===== config.mk =====
export PLATFORM = sky130hd
export DESIGN_NAME = mmio_uart_tx
export DESIGN_NICKNAME = d
export VERILOG_FILES = /design/src/rtl/mmio_uart_tx.sv
export SDC_FILE = /design/constraint.sdc
export NUM_CORES = 1
export LEC_CHECK = 0
export BUFFER_PORTS_ARGS = -buffer_cell sky130_fd_sc_hd__buf_4
export CAP_MARGIN = 0
export CORE_ASPECT_RATIO = 0.75
export CORE_MARGIN = 2
export CORE_UTILIZATION = 59
export CTS_CLUSTER_DIAMETER = 120
export DETAILED_ROUTE_END_ITERATION = 6
export PLACE_DENSITY = 0.92
export REMOVE_ABC_BUFFERS = 1
export SLEW_MARGIN = 0
export SYNTH_ARGS = -nofsm -noshare
export SYNTH_HDL_FRONTEND = slang
export SYNTH_SLANG_ARGS = --single-unit

===== constraint.sdc =====
create_clock -name i_clk -period 3.5 [get_ports i_clk]
set_input_delay 0.175 -clock i_clk [delete_from_list [all_inputs] [get_ports i_clk]]
set_output_delay 0.175 -clock i_clk [all_outputs]
set_load 0.05 [all_outputs]

===== src/rtl/mmio_uart_tx.sv =====
// mmio_uart_tx
// Memory-mapped UART transmitter (8N1) that responds on the MMIO port of the
// data-memory crossbar. Bytes written to TXDATA are queued in a small FIFO
// and shifted out LSB first on o_tx. Register reads are purely combinational.
//
// Register map (word offsets within the MMIO window):
//   0 TXDATA  : write pushes i_data[7:0] when i_mask[0]=1; reads 0
//   1 STATUS  : [0] full, [1] empty, [2] busy, [3] overflow (sticky, W1C),
//               [15:8] FIFO count
//   2 DIVISOR : [15:0] bit period minus one, byte-maskable
//
// Ports:
//   i_clk    system clock, rising edge
//   i_rst_n  asynchronous active-low reset
//   i_sel    access targets this block; other bus inputs ignored when 0
//   i_addr   word offset within the MMIO window
//   i_data   write data
//   i_wren   write strobe
//   i_mask   byte enables for writes
//   o_data   combinational read data (0 when not selected)
//   o_tx     registered serial output, idle high
module mmio_uart_tx #(
   parameter int          FIFO_DEPTH  = 16,
   parameter logic [15:0] DEFAULT_DIV = 16'd433
) (
   input  logic        i_clk,
   input  logic        i_rst_n,
   input  logic        i_sel,
   input  logic [29:0] i_addr,
   input  logic [31:0] i_data,
   input  logic        i_wren,
   input  logic [3:0]  i_mask,
   output logic [31:0] o_data,
   output logic        o_tx
);

   localparam int PW = $clog2(FIFO_DEPTH);

   typedef enum logic [1:0] {IDLE, START, DATA, STOP} state_t;

   state_t          state_q, state_d;
   logic [PW-1:0]   wr_ptr_q, wr_ptr_d;
   logic [PW-1:0]   rd_ptr_q, rd_ptr_d;
   logic [PW:0]     count_q, count_d;
   logic            overflow_q, overflow_d;
   logic [15:0]     div_q, div_d;
   logic [7:0]      shift_q, shift_d;
   logic [2:0]      bit_cnt_q, bit_cnt_d;
   logic [15:0]     period_q, period_d;
   logic [15:0]     reload_q, reload_d;
   logic            tx_q, tx_d;

   logic [7:0]      fifo_mem [FIFO_DEPTH];

   logic            sel_wr, wr_txdata, wr_status, wr_div;
   logic            fifo_full, fifo_empty, push, pop, busy;
   logic [7:0]      count_byte;
   logic            unused_bits;

   assign sel_wr     = i_sel & i_wren;
   assign wr_txdata  = sel_wr && (i_addr == 30'd0) && i_mask[0];
   assign wr_status  = sel_wr && (i_addr == 30'd1) && i_mask[0] && i_data[3];
   assign wr_div     = sel_wr && (i_addr == 30'd2);

   // Full is judged on the pre-edge count, so a pop in the same cycle never
   // makes room for a push that arrives while the FIFO is full.
   assign fifo_full  = (count_q == (PW+1)'(FIFO_DEPTH));
   assign fifo_empty = (count_q == '0);
   assign push       = wr_txdata & ~fifo_full;
   assign pop        = (state_q == IDLE) & ~fifo_empty;
   assign busy       = (state_q != IDLE);

   assign unused_bits = ^{i_data[31:16], i_mask[3:2]};

   // FIFO bookkeeping, sticky overflow and the divisor register. Overflow
   // set is applied after the W1C clear so that a set in the same cycle wins.
   always_comb begin
      wr_ptr_d   = wr_ptr_q;
      rd_ptr_d   = rd_ptr_q;
      count_d    = count_q;
      overflow_d = overflow_q;
      div_d      = div_q;
      if (push) begin
         wr_ptr_d = wr_ptr_q + PW'(1);
      end
      if (pop) begin
         rd_ptr_d = rd_ptr_q + PW'(1);
      end
      case ({push, pop})
         2'b10:   count_d = count_q + (PW+1)'(1);
         2'b01:   count_d = count_q - (PW+1)'(1);
         default: count_d = count_q;
      endcase
      if (wr_status) begin
         overflow_d = 1'b0;
      end
      if (wr_txdata && fifo_full) begin
         overflow_d = 1'b1;
      end
      if (wr_div) begin
         if (i_mask[0]) div_d[7:0]  = i_data[7:0];
         if (i_mask[1]) div_d[15:8] = i_data[15:8];
      end
   end

   // Transmit FSM. o_tx is registered, so each transition also chooses the
   // line level for the following cycle. The divisor is captured into
   // reload_q at frame start so mid-frame DIVISOR writes only affect the
   // next frame.
   always_comb begin
      state_d   = state_q;
      shift_d   = shift_q;
      bit_cnt_d = bit_cnt_q;
      period_d  = period_q;
      reload_d  = reload_q;
      tx_d      = tx_q;
      case (state_q)
         IDLE: begin
            tx_d = 1'b1;
            if (!fifo_empty) begin
               shift_d   = fifo_mem[rd_ptr_q];
               reload_d  = div_q;
               period_d  = div_q;
               bit_cnt_d = '0;
               state_d   = START;
               tx_d      = 1'b0;
            end
         end
         START: begin
            if (period_q == 16'd0) begin
               period_d = reload_q;
               state_d  = DATA;
               tx_d     = shift_q[0];
            end else begin
               period_d = period_q - 16'd1;
            end
         end
         DATA: begin
            if (period_q == 16'd0) begin
               period_d = reload_q;
               if (bit_cnt_q == 3'd7) begin
                  state_d = STOP;
                  tx_d    = 1'b1;
               end else begin
                  bit_cnt_d = bit_cnt_q + 3'd1;
                  shift_d   = {1'b0, shift_q[7:1]};
                  tx_d      = shift_q[1];
               end
            end else begin
               period_d = period_q - 16'd1;
            end
         end
         STOP: begin
            if (period_q == 16'd0) begin
               state_d = IDLE;
               tx_d    = 1'b1;
            end else begin
               period_d = period_q - 16'd1;
            end
         end
         default: begin
            state_d = IDLE;
            tx_d    = 1'b1;
         end
      endcase
   end

   // FIFO storage has no reset; only the pointers and count define contents.
   always_ff @(posedge i_clk) begin
      if (push) begin
         fifo_mem[wr_ptr_q] <= i_data[7:0];
      end
   end

   // State registers; reset aborts any frame in flight and flushes the FIFO.
   always_ff @(posedge i_clk or negedge i_rst_n) begin
      if (!i_rst_n) begin
         state_q    <= IDLE;
         wr_ptr_q   <= '0;
         rd_ptr_q   <= '0;
         count_q    <= '0;
         overflow_q <= 1'b0;
         div_q      <= DEFAULT_DIV;
         shift_q    <= '0;
         bit_cnt_q  <= '0;
         period_q   <= '0;
         reload_q   <= '0;
         tx_q       <= 1'b1;
      end else begin
         state_q    <= state_d;
         wr_ptr_q   <= wr_ptr_d;
         rd_ptr_q   <= rd_ptr_d;
         count_q    <= count_d;
         overflow_q <= overflow_d;
         div_q      <= div_d;
         shift_q    <= shift_d;
         bit_cnt_q  <= bit_cnt_d;
         period_q   <= period_d;
         reload_q   <= reload_d;
         tx_q       <= tx_d;
      end
   end

   // Combinational read mux so the crossbar sees data in the same cycle.
   always_comb begin
      count_byte        = '0;
      count_byte[PW:0]  = count_q;
      o_data            = '0;
      if (i_sel) begin
         case (i_addr)
            30'd1:   o_data = {16'h0, count_byte, 4'h0, overflow_q, busy, fifo_empty, fifo_full};
            30'd2:   o_data = {16'h0, div_q};
            default: o_data = '0;
         endcase
      end
   end

   assign o_tx = tx_q;

endmodule


==> reports/qor.yml <==
run_status:
  outcome: "finished with violations"
  violations: "design-rule violations, negative hold slack"
setup_path:
  r2r_end: "period_q[11]"
  crit_slowest_cell: "a21o_1"
  timing.rr.start: "period_q[0]"
  crit_required_ns: 3.90
  path_buf_inv: 1
  crit_fanout: 19
  critPathLaunchType: "register"
  cpPeakStageDelay_ns: 0.66
  critPathArrivalTime_ns: 3.52
  end_kind: "register"
  reg2reg_depth: 7
  cp_top_family: "compound AO/OA/AOI/OAI gates"
  path_cells: "inv_1, ha_1, nor4b_4, and4_1, a21o_1, a311oi_1, a22oi_1"
  path_class: "reg -> reg"
  r2r_slack_ns: 0.38
synth:
  yosysWarningCount: 0
  synth_edf_count: 128
  synthSimpleGateAreaFrac_pct: 10.9
  yosysSeqAreaShare_pct: 60.6
  ys.flop_type: "edfxtp_1"
  syn_area_sq_um: 9490
  synth_top_family_by_area: "simple AND/OR/NAND/NOR gates"
  synth_compound_area_share_pct: 10.5
  synthArstFlopShare_pct: 37.3
  syn_inst: 706
  synthMuxAreaShare_pct: 10.1
  ys_types: 73
  yosys.area_share.adder_pct: 1.98
  synth_xor_area_share_pct: 1.48
  ys_seq_elements: 204
  avgSynthCellArea_sq_um: 13.4
timing:
  rsz0062_at_grt: "false"
  finalSetupTns_ns: 0
  slew_headroom_pct: 33.7
  hold_slack_ns: -0.00497
  fin_crit_ns: 3.12
  fmax_mhz: 320
  finalSetupViolations: 0
  slew_viol_final: 0
  fin_skew_ns: 0.0142
  fin_crit_sh_pct: 89.2
  worst_pin_slew_ns: 0.994
  setup_slack_ns: 0.378
  hold_viol_final: 5
floorplan:
  dieWidth_um: 150
  initial_utilization_pct: 59.8
  core_area_sq_um: 15900
  rows: 40
  io_pins: 103
  die_area_sq_um: 17100
  die_h_um: 114
clocking:
  cts_tree: "built"
  htreeDepth: 1
  clock_path_buffers: 3
  clock_latency_ns: 0.50
  path_clk_slew_ns: 0.07
  numCtsBuffers: 20
  cts_sinks: 204
  cts-root-buf: "clkbuf_16"
routing:
  drtAntennaViolNets: 0
  wl_per_cell_um: 24.8
  dr.pass1.iters: 7
  drt-initial-drc-count: 1286
  wl_mm: 25.0
  drcViolationCount: 32
  vias_per_cell: 6.88
  vias: 6950
grt:
  grt_pass1_vias: 6913
  grt_use_total_pct: 30.2
  overflow: 0
  grt_pass1_wl_mm: 38.9
  grt_max_degree: 77
  antenna_found_initial: 0
final_layout:
  final_common_cell: "edfxtp_1"
  fillers: 938
  drive_gt1_share_pct: 23.8
  antenna_cells: 0
  stdcell_count: 1010
  layout.nets: 871
  layout_common_cells: "edfxtp_1 (128), buf_4 (89), nand2_1 (71)"
  area_delta_synth_final_pct: 14.5
  multi_input_area_sq_um: 3380
  ff_latch_area_sq_um: 5750
power:
  power_density_nw_per_um2: 436
  p_leak_nw: 4.27
  ir_drop_v: 0.000389
place:
  place_congestion: 0.907
  portBuffers: 68
  placed_cells: 962
  post-place-ws_ns: 0.568
  hpwl_mm: 15.5
hold_path:
  min_path_cells: 1
  min_to: "fifo_mem[5][5]"
  hp-start: "i_data[5]"
  hold_path.class: "in -> reg"
run:
  cap_viol_max_count: 0
[synth_stat cells (15+ instances only)]
library cell	number	area share (%)
nor2_1	28	1.1
clkbuf_1	19	0.75
mux2_2	19	2.3
o21ai_0	24	1.3
nand2_1	71	2.8
a21oi_1	33	1.7
dfrtp_1	70	18
nor4_1	19	1.3
and2_1	15	0.99
edfxtp_1	128	40
mux4_2	32	7.6
a22oi_1	18	1.4
buf_4	19	1.5
inv_1	21	0.83
ha_1	15	2.0
[worst reg2reg max path, cell delays in order, from the launching register on]
cell and delay, ns:
dfrtp_1 0.48, inv_1 0.15, ha_1 0.29, nor4b_4 0.50
and4_1 0.52, a21o_1 0.66, a311oi_1 0.14, a22oi_1 0.28
[how the worst max path moves through the flow]
stage | start | end | cells past startpoint
final | period_q[0] | period_q[11] | 7
after global routing | count_q[0] | count_q[4] | 12
after CTS | count_q[0] | count_q[4] | 12
after detailed placement | i_addr[3] | count_q[4] | 13
after global placement | i_addr[3] | count_q[4] | 13
after floorplan | count_q[0] | count_q[4] | 11
[layout make-up]
class / count / area share, %
Inverter: 23 / 0.817
Multi-Input combinational cell: 436 / 31.1
Timing Repair Buffer: 101 / 7.25
Clock buffer: 30 / 5.24
Clock inverter: 6 / 0.265
Sequential cell: 204 / 52.9
Tap cell: 210 / 2.42
[kinds of logic (layout without fill, tap and decap cells)]
| kind of cell | Yosys count | count (layout) |
|---|---|---|
| other cells | 1 | 16 |
| flops | 204 | 204 |
| simple gates | 195 | 195 |
| mux | 53 | 53 |
| fa+ha+maj | 15 | 15 |
| compound gates | 141 | 141 |
| xor+xnor | 16 | 16 |
| buf+inv | 81 | 160 |
[stage by stage]
step / utilization, % / instance area, sq um / total power [mW]
final: 68.5 / 10900 / 4.74
after global routing: 68.5 / 10900 / 4.85
after CTS: 68.5 / 10900 / 4.74
after detailed placement: 64.0 / 10100 / 2.76
after global placement: 64.0 / 10100 / 2.75
after floorplan: - / 9220 / 2.67
[sequential cells by signal (all words and copies together) (netlist names), 4 cells and up]
name,flops
shift_q,8
reload_q,16
rd_ptr_q,4
count_q,5
div_q,16
period_q,16
fifo_mem,128
wr_ptr_q,4
[power by group]
| part | total [mW] | internal (mW) | leakage [nW] | switching [mW] |
|---|---|---|---|---|
| clock network | 2.02 | 1.13 | 0.297 | 0.894 |
| logic | 0.149 | 0.0505 | 1.80 | 0.0983 |
| registers | 2.57 | 2.57 | 2.18 | 0.00387 |
[per-layer routing]
metal  vias to the layer above  routed length, um  GRT usage (%)
met5                         -                 55           2.65
met3                       181               3140           8.64
met4                         2               1500           12.8
met2                       644              11500           46.3
met1                      3293               8850           40.7
li1                       2830                  -              -
[repair_timing]
action | in CTS | in global routing
resized for setup | 0 | 0
hold buffers | 12 | 0
setup buffers | 0 | 0
hold endpoints to repair | 99 | 0
No activity file was read; power rests on OpenSTA's default activity.
